==> src/rtl/main_control_sequencer.sv <==
// EDSAC main-control sequencer: alternates fetch and execute
// minor cycles, with operator start/stop/step and a watchdog.
module main_control_sequencer #(
  parameter int MAX_EXEC_MINOR = 40,
  parameter int CNT_W          = 6
) (
  input  logic             clk,
  input  logic             rst_n,
  input  logic             d35,
  input  logic             start,
  input  logic             stop_req,
  input  logic             single_step,
  input  logic             exec_done,
  input  logic             jump_taken,
  input  logic             stop_order,
  output logic             stage1,
  output logic             stage2,
  output logic             running,
  output logic             scr_inc,
  output logic             bell,
  output logic             timeout_err,
  output logic [CNT_W-1:0] exec_cycles
);

  typedef enum logic [1:0] {
    IDLE,
    ARM,
    FETCH,
    EXEC
  } state_e;

  localparam logic [CNT_W:0] MAX_W = (CNT_W+1)'(MAX_EXEC_MINOR);

  state_e state_q, state_d;

  logic done_q, done_d;
  logic jump_q, jump_d;
  logic zstop_q, zstop_d;
  logic sreq_q, sreq_d;
  logic scr_q, scr_d;
  logic bell_q, bell_d;
  logic tmo_q, tmo_d;
  logic s1_q, s1_d;
  logic s2_q, s2_d;
  logic run_q, run_d;
  logic [CNT_W-1:0] ec_q, ec_d;

  logic done_now, jump_now, zstop_now, sreq_now;
  logic [CNT_W-1:0] ec_inc;
  logic [CNT_W:0] ec_wide;

  always_comb begin
    state_d = state_q;
    done_d  = done_q;
    jump_d  = jump_q;
    zstop_d = zstop_q;
    sreq_d  = sreq_q;
    bell_d  = bell_q;
    tmo_d   = tmo_q;
    ec_d    = ec_q;
    scr_d   = 1'b0;

    // a done arriving on the d35 cycle itself still ends the order
    done_now  = done_q | exec_done;
    jump_now  = done_q ? jump_q : jump_taken;
    zstop_now = done_q ? zstop_q : stop_order;
    sreq_now  = sreq_q | stop_req;
    ec_inc    = (ec_q == '1) ? ec_q : ec_q + 1'b1;
    ec_wide   = {1'b0, ec_q} + {{CNT_W{1'b0}}, 1'b1};

    if (state_q != IDLE && stop_req)
      sreq_d = 1'b1;

    unique case (state_q)
      IDLE: begin
        if (start) begin
          state_d = ARM;
          bell_d  = 1'b0;
          tmo_d   = 1'b0;
        end
      end
      ARM: begin
        if (d35)
          state_d = FETCH;
      end
      FETCH: begin
        if (d35) begin
          state_d = EXEC;
          ec_d    = '0;
        end
      end
      EXEC: begin
        if (exec_done && !done_q) begin
          done_d  = 1'b1;
          jump_d  = jump_taken;
          zstop_d = stop_order;
        end
        if (d35) begin
          ec_d = ec_inc;
          if (done_now) begin
            scr_d   = !jump_now;
            done_d  = 1'b0;
            jump_d  = 1'b0;
            zstop_d = 1'b0;
            if (zstop_now) begin
              state_d = IDLE;
              bell_d  = 1'b1;
            end else if (sreq_now || single_step) begin
              state_d = IDLE;
            end else begin
              state_d = FETCH;
            end
          end else if (ec_wide == MAX_W) begin
            state_d = IDLE;
            tmo_d   = 1'b1;
          end
        end
      end
    endcase

    if (state_d == IDLE)
      sreq_d = 1'b0;

    s1_d  = (state_d == FETCH);
    s2_d  = (state_d == EXEC);
    run_d = (state_d != IDLE);
  end

  always_ff @(posedge clk or negedge rst_n) begin
    if (!rst_n) begin
      state_q <= IDLE;
      done_q  <= 1'b0;
      jump_q  <= 1'b0;
      zstop_q <= 1'b0;
      sreq_q  <= 1'b0;
      scr_q   <= 1'b0;
      bell_q  <= 1'b0;
      tmo_q   <= 1'b0;
      s1_q    <= 1'b0;
      s2_q    <= 1'b0;
      run_q   <= 1'b0;
      ec_q    <= '0;
    end else begin
      state_q <= state_d;
      done_q  <= done_d;
      jump_q  <= jump_d;
      zstop_q <= zstop_d;
      sreq_q  <= sreq_d;
      scr_q   <= scr_d;
      bell_q  <= bell_d;
      tmo_q   <= tmo_d;
      s1_q    <= s1_d;
      s2_q    <= s2_d;
      run_q   <= run_d;
      ec_q    <= ec_d;
    end
  end

  assign stage1      = s1_q;
  assign stage2      = s2_q;
  assign running     = run_q;
  assign scr_inc     = scr_q;
  assign bell        = bell_q;
  assign timeout_err = tmo_q;
  assign exec_cycles = ec_q;

endmodule

==> config.mk <==
export PLATFORM = sky130hd
export DESIGN_NAME = main_control_sequencer
export DESIGN_NICKNAME = d
export VERILOG_FILES = /design/src/rtl/main_control_sequencer.sv
export SDC_FILE = /design/constraint.sdc
export NUM_CORES = 1
export LEC_CHECK = 0
export CELL_PAD_IN_SITES_DETAIL_PLACEMENT = 0
export CELL_PAD_IN_SITES_GLOBAL_PLACEMENT = 1
export CORE_UTILIZATION = 33
export CTS_CLUSTER_DIAMETER = 80
export DETAILED_ROUTE_END_ITERATION = 16
export GPL_ROUTABILITY_DRIVEN = 1
export PLACE_DENSITY = 0.77
export SETUP_SLACK_MARGIN = 0.2
export SYNTH_ARGS = -nofsm -noshare
export SYNTH_HDL_FRONTEND = slang
export SYNTH_SLANG_ARGS = --single-unit
==> constraint.sdc <==
create_clock -name clk -period 1.6 [get_ports clk]
set_input_delay 0.24 -clock clk [delete_from_list [all_inputs] [get_ports clk]]
set_output_delay 0.24 -clock clk [all_outputs]
set_load 0.1 [all_outputs]
==> run_results.csv, run 1 <==
group,metric,value,unit
floorplan,core_area,2730,um^2
global_route,grt_overflow_total,0,
worst_setup_path,crit_start,"exec_cycles[1]",
floorplan,rows,19,
power,p_switching,1.35,mW
sta,rsz0062_at_grt,"yes",
clock_tree,htreeDepth,1,
worst_setup_path,reg2reg_to,"running",
placement,place.gp.congestion,0.723,
finish,largest_register_ffs,6,
power,internal_power,1.43,mW
synthesis,synth_edf_count,0,
sta,max-slew-margin-rel,77.2,%
synthesis,yosysTopAreaCellShare,47.6,%
global_route,grt_pass1_vias,802,
floorplan,start_util,34.6,%
power,leakage,0.611,nW
drt,postRouteAntennaNets,0,
worst_setup_path,worst_ep_required_time,1.79,ns
job,max_cap_viol_count,0,
global_route,grt_usage,14.7,%
finish,mostFrequentLayoutCell,"buf_4",
synthesis,syn_nets,109,
placement,dp.cells,152,
synthesis,synth.distinct_cells,33,
sta,worst_pin_slew,0.341,ns
finish,mostFrequentLayoutCells,"buf_4, o21ai_0, buf_12, nand2_1, dfrtp_1",
synthesis,syn_avg_cell_area,9.57,um^2
worst_setup_path,rr_worst_depth,5,
sta,period_share,88.7,%
sta,period_needed,1.42,ns
power,peakVddDrop,1.59,mV
sta,maxSlewViolCount,0,
synthesis,ys_ff_latch,18,
drt,drc,0,
finish,area_growth,56.1,%
power,comb_power_share,59.8,%
worst_setup_path,crit_path_end_kind,"flip-flop",
power,powerDensity,1880,nW/um^2
synthesis,yosysTopAreaCell,"dfrtp_1",
sta,setup-violations-final,0,
clock_tree,clockRootBuffer,"clkbuf_4",
floorplan,ioPinCount,21,
power,switching_share,48.7,%
power,seqPwrFrac,30.2,%
clock_tree,clkTransAtPathRegs,0.10,ns
power,total_power,2.78,mW
run_status,outcome,"finished clean",
sta,finalHoldViolCount,0,
finish,diodes,0,
finish,regArea,469,um^2
drt,first_pass_iters,4,
clock_tree,tritoncts,"yes",
placement,dpl_worst_slack,0.0146,ns
worst_setup_path,crit_path_end,"running",
floorplan,dieArea,3090,um^2
synthesis,ys_seq_area_share,47.6,%
sta,setup_slack,0.180,ns
clock_tree,clock_path_buffers,2,
drt,num_vias,854,
drt,vias_per_cell,5.18,
worst_setup_path,ff2ff_setup_slack,0.18,ns
floorplan,die_height,55.6,um
finish,finish.utilization,54.1,%
synthesis,yosysWarnings,0,
clock_tree,clkSinkCount,18,
finish,final_nets,145,
worst_setup_path,cp_max_fo,4,
finish,stdcell_count,165,
drt,finalWirelength,2.10,mm
placement,dp_hpwl,1.54,mm
synthesis,yosys-top-cells-area,"dfrtp_1, o21ai_0, nand2_1",
global_route,grt_pass1_wl,3.64,mm
drt,initialDrtViolationCount,12,
synthesis,synth_ff_type,"dfrtp_1",
synthesis,netlist_instances,99,
floorplan,die_w,55.6,um
power,clkPwrFrac,10.0,%
sta,fmax,0.704,GHz
drt,wl_per_cell,12.7,um
sta,finalSetupTns,0,ns
clock_tree,clk_latency,0.29,ns
synthesis,syn-cell-area,947,um^2
clock_tree,numCtsBuffers,3,
worst_setup_path,r2r-start,"exec_cycles[1]",
global_route,grt_max_degree,19,
synthesis,synthArstFlopShare,100,%
worst_setup_path,startpoint_type,"flip-flop",
finish,multiInputGateArea,475,um^2
finish,drive_gt1_share,35.8,%
worst_setup_path,worstPathArrival,1.61,ns
hold_path,hold_path.class,"in -> async",
sta,fin_skew,0.000923,ns
worst_setup_path,worstSetupPathType,"reg -> reg",
finish,fill_cells,248,
global_route,antenna_found_initial,0,
placement,port_buffers,20,
worst max-delay path: stages (launching register included):
cell and delay [ns]:
dfrtp_4 0.45, ha_4 0.15, nand3_4 0.10, o41ai_4 0.28, a31o_2 0.26, nand2_1 0.07
area by class of cell:
class / count / area share, %
well taps: 31 / 2.62
clock buffers: 4 / 2.45
repair buffers: 35 / 29.5
inverters: 6 / 1.52
multi-input cells: 71 / 32.1
flip-flops and latches: 18 / 31.7
routing by layer:
| layer | GRT usage, % | share of wire [%] | vias up |
|---|---|---|---|
| met3 | 4.88 | 5.1 | 2 |
| li1 | - | - | 418 |
| met2 | 24.6 | 49 | 18 |
| met4 | 2.14 | 0.90 | 0 |
| met1 | 19.0 | 45 | 416 |
| met5 | 0 | 0 | - |
stage by stage:
stage               instance area, um^2  hold WS (ns)
global placement                   1360         0.463
CTS                                1430         0.267
floorplan                           977       -0.0556
finish                             1480         0.263
detailed placement                 1360         0.491
global route                       1480         0.284
synth_stat cells (all sizes together), types with 2 or more instances:
master  number
and2         2
nand2b       2
nor2         9
clkbuf       2
nor2b        2
and3         2
o211ai       2
nand3        5
o21ai       13
nor3         2
dfrtp       18
inv          6
a21oi        6
nand2       11
buf          2
nor3b        2
cells by family after synthesis:
group,count (synthesis),synth area share [%]
buf+inv,10,4.36
compound gates,30,24.2
simple gates,38,20.7
fa+ha+maj,1,1.32
flops,18,47.6
xor+xnor,2,1.85
power by group through the flow:
stage	logic (mW)	registers, mW	clock network, mW
6_report	1.66	0.838	0.279
3_3_place_gp	1.54	0.856	0
4_1_cts	1.64	0.833	0.287
5_1_grt	1.77	0.862	0.303
3_5_place_dp	1.56	0.863	0
2_1_floorplan	0.528	1.33	0
worst min path at each step:
stage                      start             end  slack [ns]
after global routing       rst_n  exec_cycles[0]        0.28
after floorplan            rst_n            bell       -0.06
final                      rst_n  exec_cycles[0]        0.26
after detailed placement  jump_q          jump_q        0.49
after global placement    jump_q          jump_q        0.46
after CTS                  rst_n  exec_cycles[0]        0.27
timing repair:
item	CTS	global route
pin swaps	1	2
resized for setup	0	5
hold buffers	0	0
endpoints found under the setup margin	6	13
setup buffers	4	5
Power figures use the tool's default switching activity.
==> inputs of run 2 (changes only) <==
- CORE_UTILIZATION: 33 -> 39
- PLACE_DENSITY: 0.77 -> 0.85
- clock period: 1.6 -> 1.67 ns (I/O delays scaled with it)
==> run 2 against run 1 <==
Net effect:
- worst hold slack gained 0.014 ns
- clock skew is essentially flat
- setup slack gained 0.058 ns
- routed wire length grew 2.9%
- die area shrank 15%
- fmax shrank 0.84%
- sequential share of layout area grew 1.5 points
- utilization grew 8.8 points
- non-clock buffer count shrank 7
- first-iteration DRC count grew 50%
- critical path type unchanged
- critical endpoint unchanged
==> run_results.csv, run 2 (synthesis gave the netlist of run 1 again) <==
group,metric,value,unit
drt,initialDrtViolationCount,18,
worst_setup_path,rr_worst_depth,5,
drt,wl_met2,1.09,mm
drt,finalWirelength,2.16,mm
sta,fmax,0.699,GHz
sta,finalSetupTns,0,ns
worst_setup_path,worstPathArrival,1.62,ns
clock_tree,clockRootBuffer,"clkbuf_4",
floorplan,start_util,42.0,%
floorplan,die_height,51.3,um
sta,period_needed,1.43,ns
worst_setup_path,reg2reg_to,"running",
placement,place.gp.congestion,0.781,
global_route,grt_pass1_wl,3.64,mm
global_route,antenna_found_initial,0,
worst_setup_path,crit_start,"exec_cycles[1]",
placement,port_buffers,20,
floorplan,die_w,51.3,um
finish,final_nets,138,
clock_tree,clkTransAtPathRegs,0.10,ns
finish,fill_cells,197,
sta,fin_skew,0.000506,ns
power,peakVddDrop,1.18,mV
sta,setup-violations-final,0,
clock_tree,numCtsBuffers,3,
drt,vias_per_cell,5.40,
drt,maxUsedRoutingLayer,"met4",
finish,drive_gt1_share,32.3,%
global_route,grt_max_degree,19,
global_route,grt_pass1_vias,817,
drt,wl_per_cell,13.9,um
sta,worst_pin_slew,0.369,ns
floorplan,dieArea,2630,um^2
clock_tree,tritoncts,"yes",
power,leakage,0.578,nW
clock_tree,clk_latency,0.29,ns
job,max_cap_viol_count,0,
clock_tree,htreeDepth,1,
sta,rsz0062_at_grt,"yes",
sta,maxSlewViolCount,0,
global_route,grt_usage,18.8,%
worst_setup_path,crit_path_end_kind,"flip-flop",
run_status,outcome,"finished clean",
drt,drc,0,
sta,finalHoldViolCount,0,
worst_setup_path,ff2ff_setup_slack,0.24,ns
worst_setup_path,r2r-start,"exec_cycles[1]",
finish,area_growth,49.7,%
drt,first_pass_iters,4,
global_route,grt_overflow_total,0,
power,powerDensity,1850,nW/um^2
finish,diodes,0,
worst_setup_path,startpoint_type,"flip-flop",
worst_setup_path,worst_ep_required_time,1.86,ns
floorplan,ioPinCount,21,
clock_tree,clock_path_buffers,2,
worst_setup_path,worstSetupPathType,"reg -> reg",
clock_tree,postCtsHoldBufs,0,
floorplan,rows,17,
placement,dp_hpwl,1.52,mm
floorplan,core_area,2250,um^2
drt,postRouteAntennaNets,0,
drt,wl_met3,82,um
drt,m1WireLength,971,um
worst_setup_path,crit_path_end,"running",
finish,finish.utilization,62.9,%
finish,mostFrequentLayoutCells,"o21ai_0, buf_12, nand2_1, dfrtp_1",
sta,period_share,85.7,%
drt,num_vias,837,
worst_setup_path,cp_max_fo,4,
sta,max-slew-margin-rel,75.3,%
finish,largest_register_ffs,6,
clock_tree,clkSinkCount,18,
hold_path,hold_path.class,"in -> async",
==> run 2: cell count changes in the layout (fill, tap and decap cells not counted) <==
cell | previous run | this run
nand2_1 | 11 | 10
a21oi_2 | 2 | 1
buf_4 | 14 | 7
clkbuf_1 | 0 | 1
clkbuf_8 | 1 | 0
dfrtp_2 | 3 | 4
a21oi_1 | 4 | 5
nand2_4 | 0 | 1
dfrtp_1 | 11 | 10
==> run 2: metal layers <==
layer	GRT usage [%]	vias up
li1	-	402
met2	30.9	19
met1	24.2	414
met3	3.87	2
met5	0	-
met4	6.76	0
==> run 2: metrics by stage <==
stage	total power [mW]	setup WS (ns)	std cells	area (um^2)	hold WS, ns
global route	2.77	0.167	155	1420	0.306
finish	2.62	0.239	155	1420	0.277
floorplan	1.78	0.0326	99	977	-0.0451
detailed placement	2.29	0.00549	145	1330	0.482
CTS	2.58	0.182	154	1390	0.275
global placement	2.27	0.0311	145	1330	0.464
==> run 2: layout make-up <==
type	instances	area, um^2	share of cell area (%)
tap	28	35.0	2.47
timing repair buffer	28	384	27.1
clock buffer	4	26.3	1.85
multi-input combinational	71	479	33.8
sequential	18	470	33.2
inverter	6	22.5	1.59
==> run 2: timing repair <==
action / CTS / global route
resized for setup: 0 / 7
hold endpoints to repair: 0 / 0
buffers inserted: 5 / 1
pin swaps: 3 / 5
endpoints found under the setup margin: 4 / 9
==> run 2: power by group <==
part           internal, mW  leakage (nW)  switching [mW]  total, mW
Combinational         0.619         0.348           0.975       1.59
Clock                0.0928        0.0150           0.134      0.227
Sequential            0.603         0.214           0.201      0.804
==> run 2: critical path: stages, from the launching register on <==
cell	delay, ns
dfrtp_4	0.45
ha_4	0.15
nand3_4	0.10
o41ai_4	0.29
a31o_2	0.27
nand2_1	0.07
==> run 2: how the worst min path moves through the flow <==
stage,depth (start not counted),to,startpoint
finish,2,exec_cycles[2],rst_n
global route,2,exec_cycles[3],rst_n
CTS,2,exec_cycles[2],rst_n
detailed placement,2,jump_q,jump_q
global placement,2,jump_q,jump_q
floorplan,0,bell,rst_n
==> inputs of run 3 (changes only) <==
- TNS_END_PERCENT: default -> 100
==> results of run 3 <==
Same layout as run 2: the final DEF is identical, and so are final timing and power.
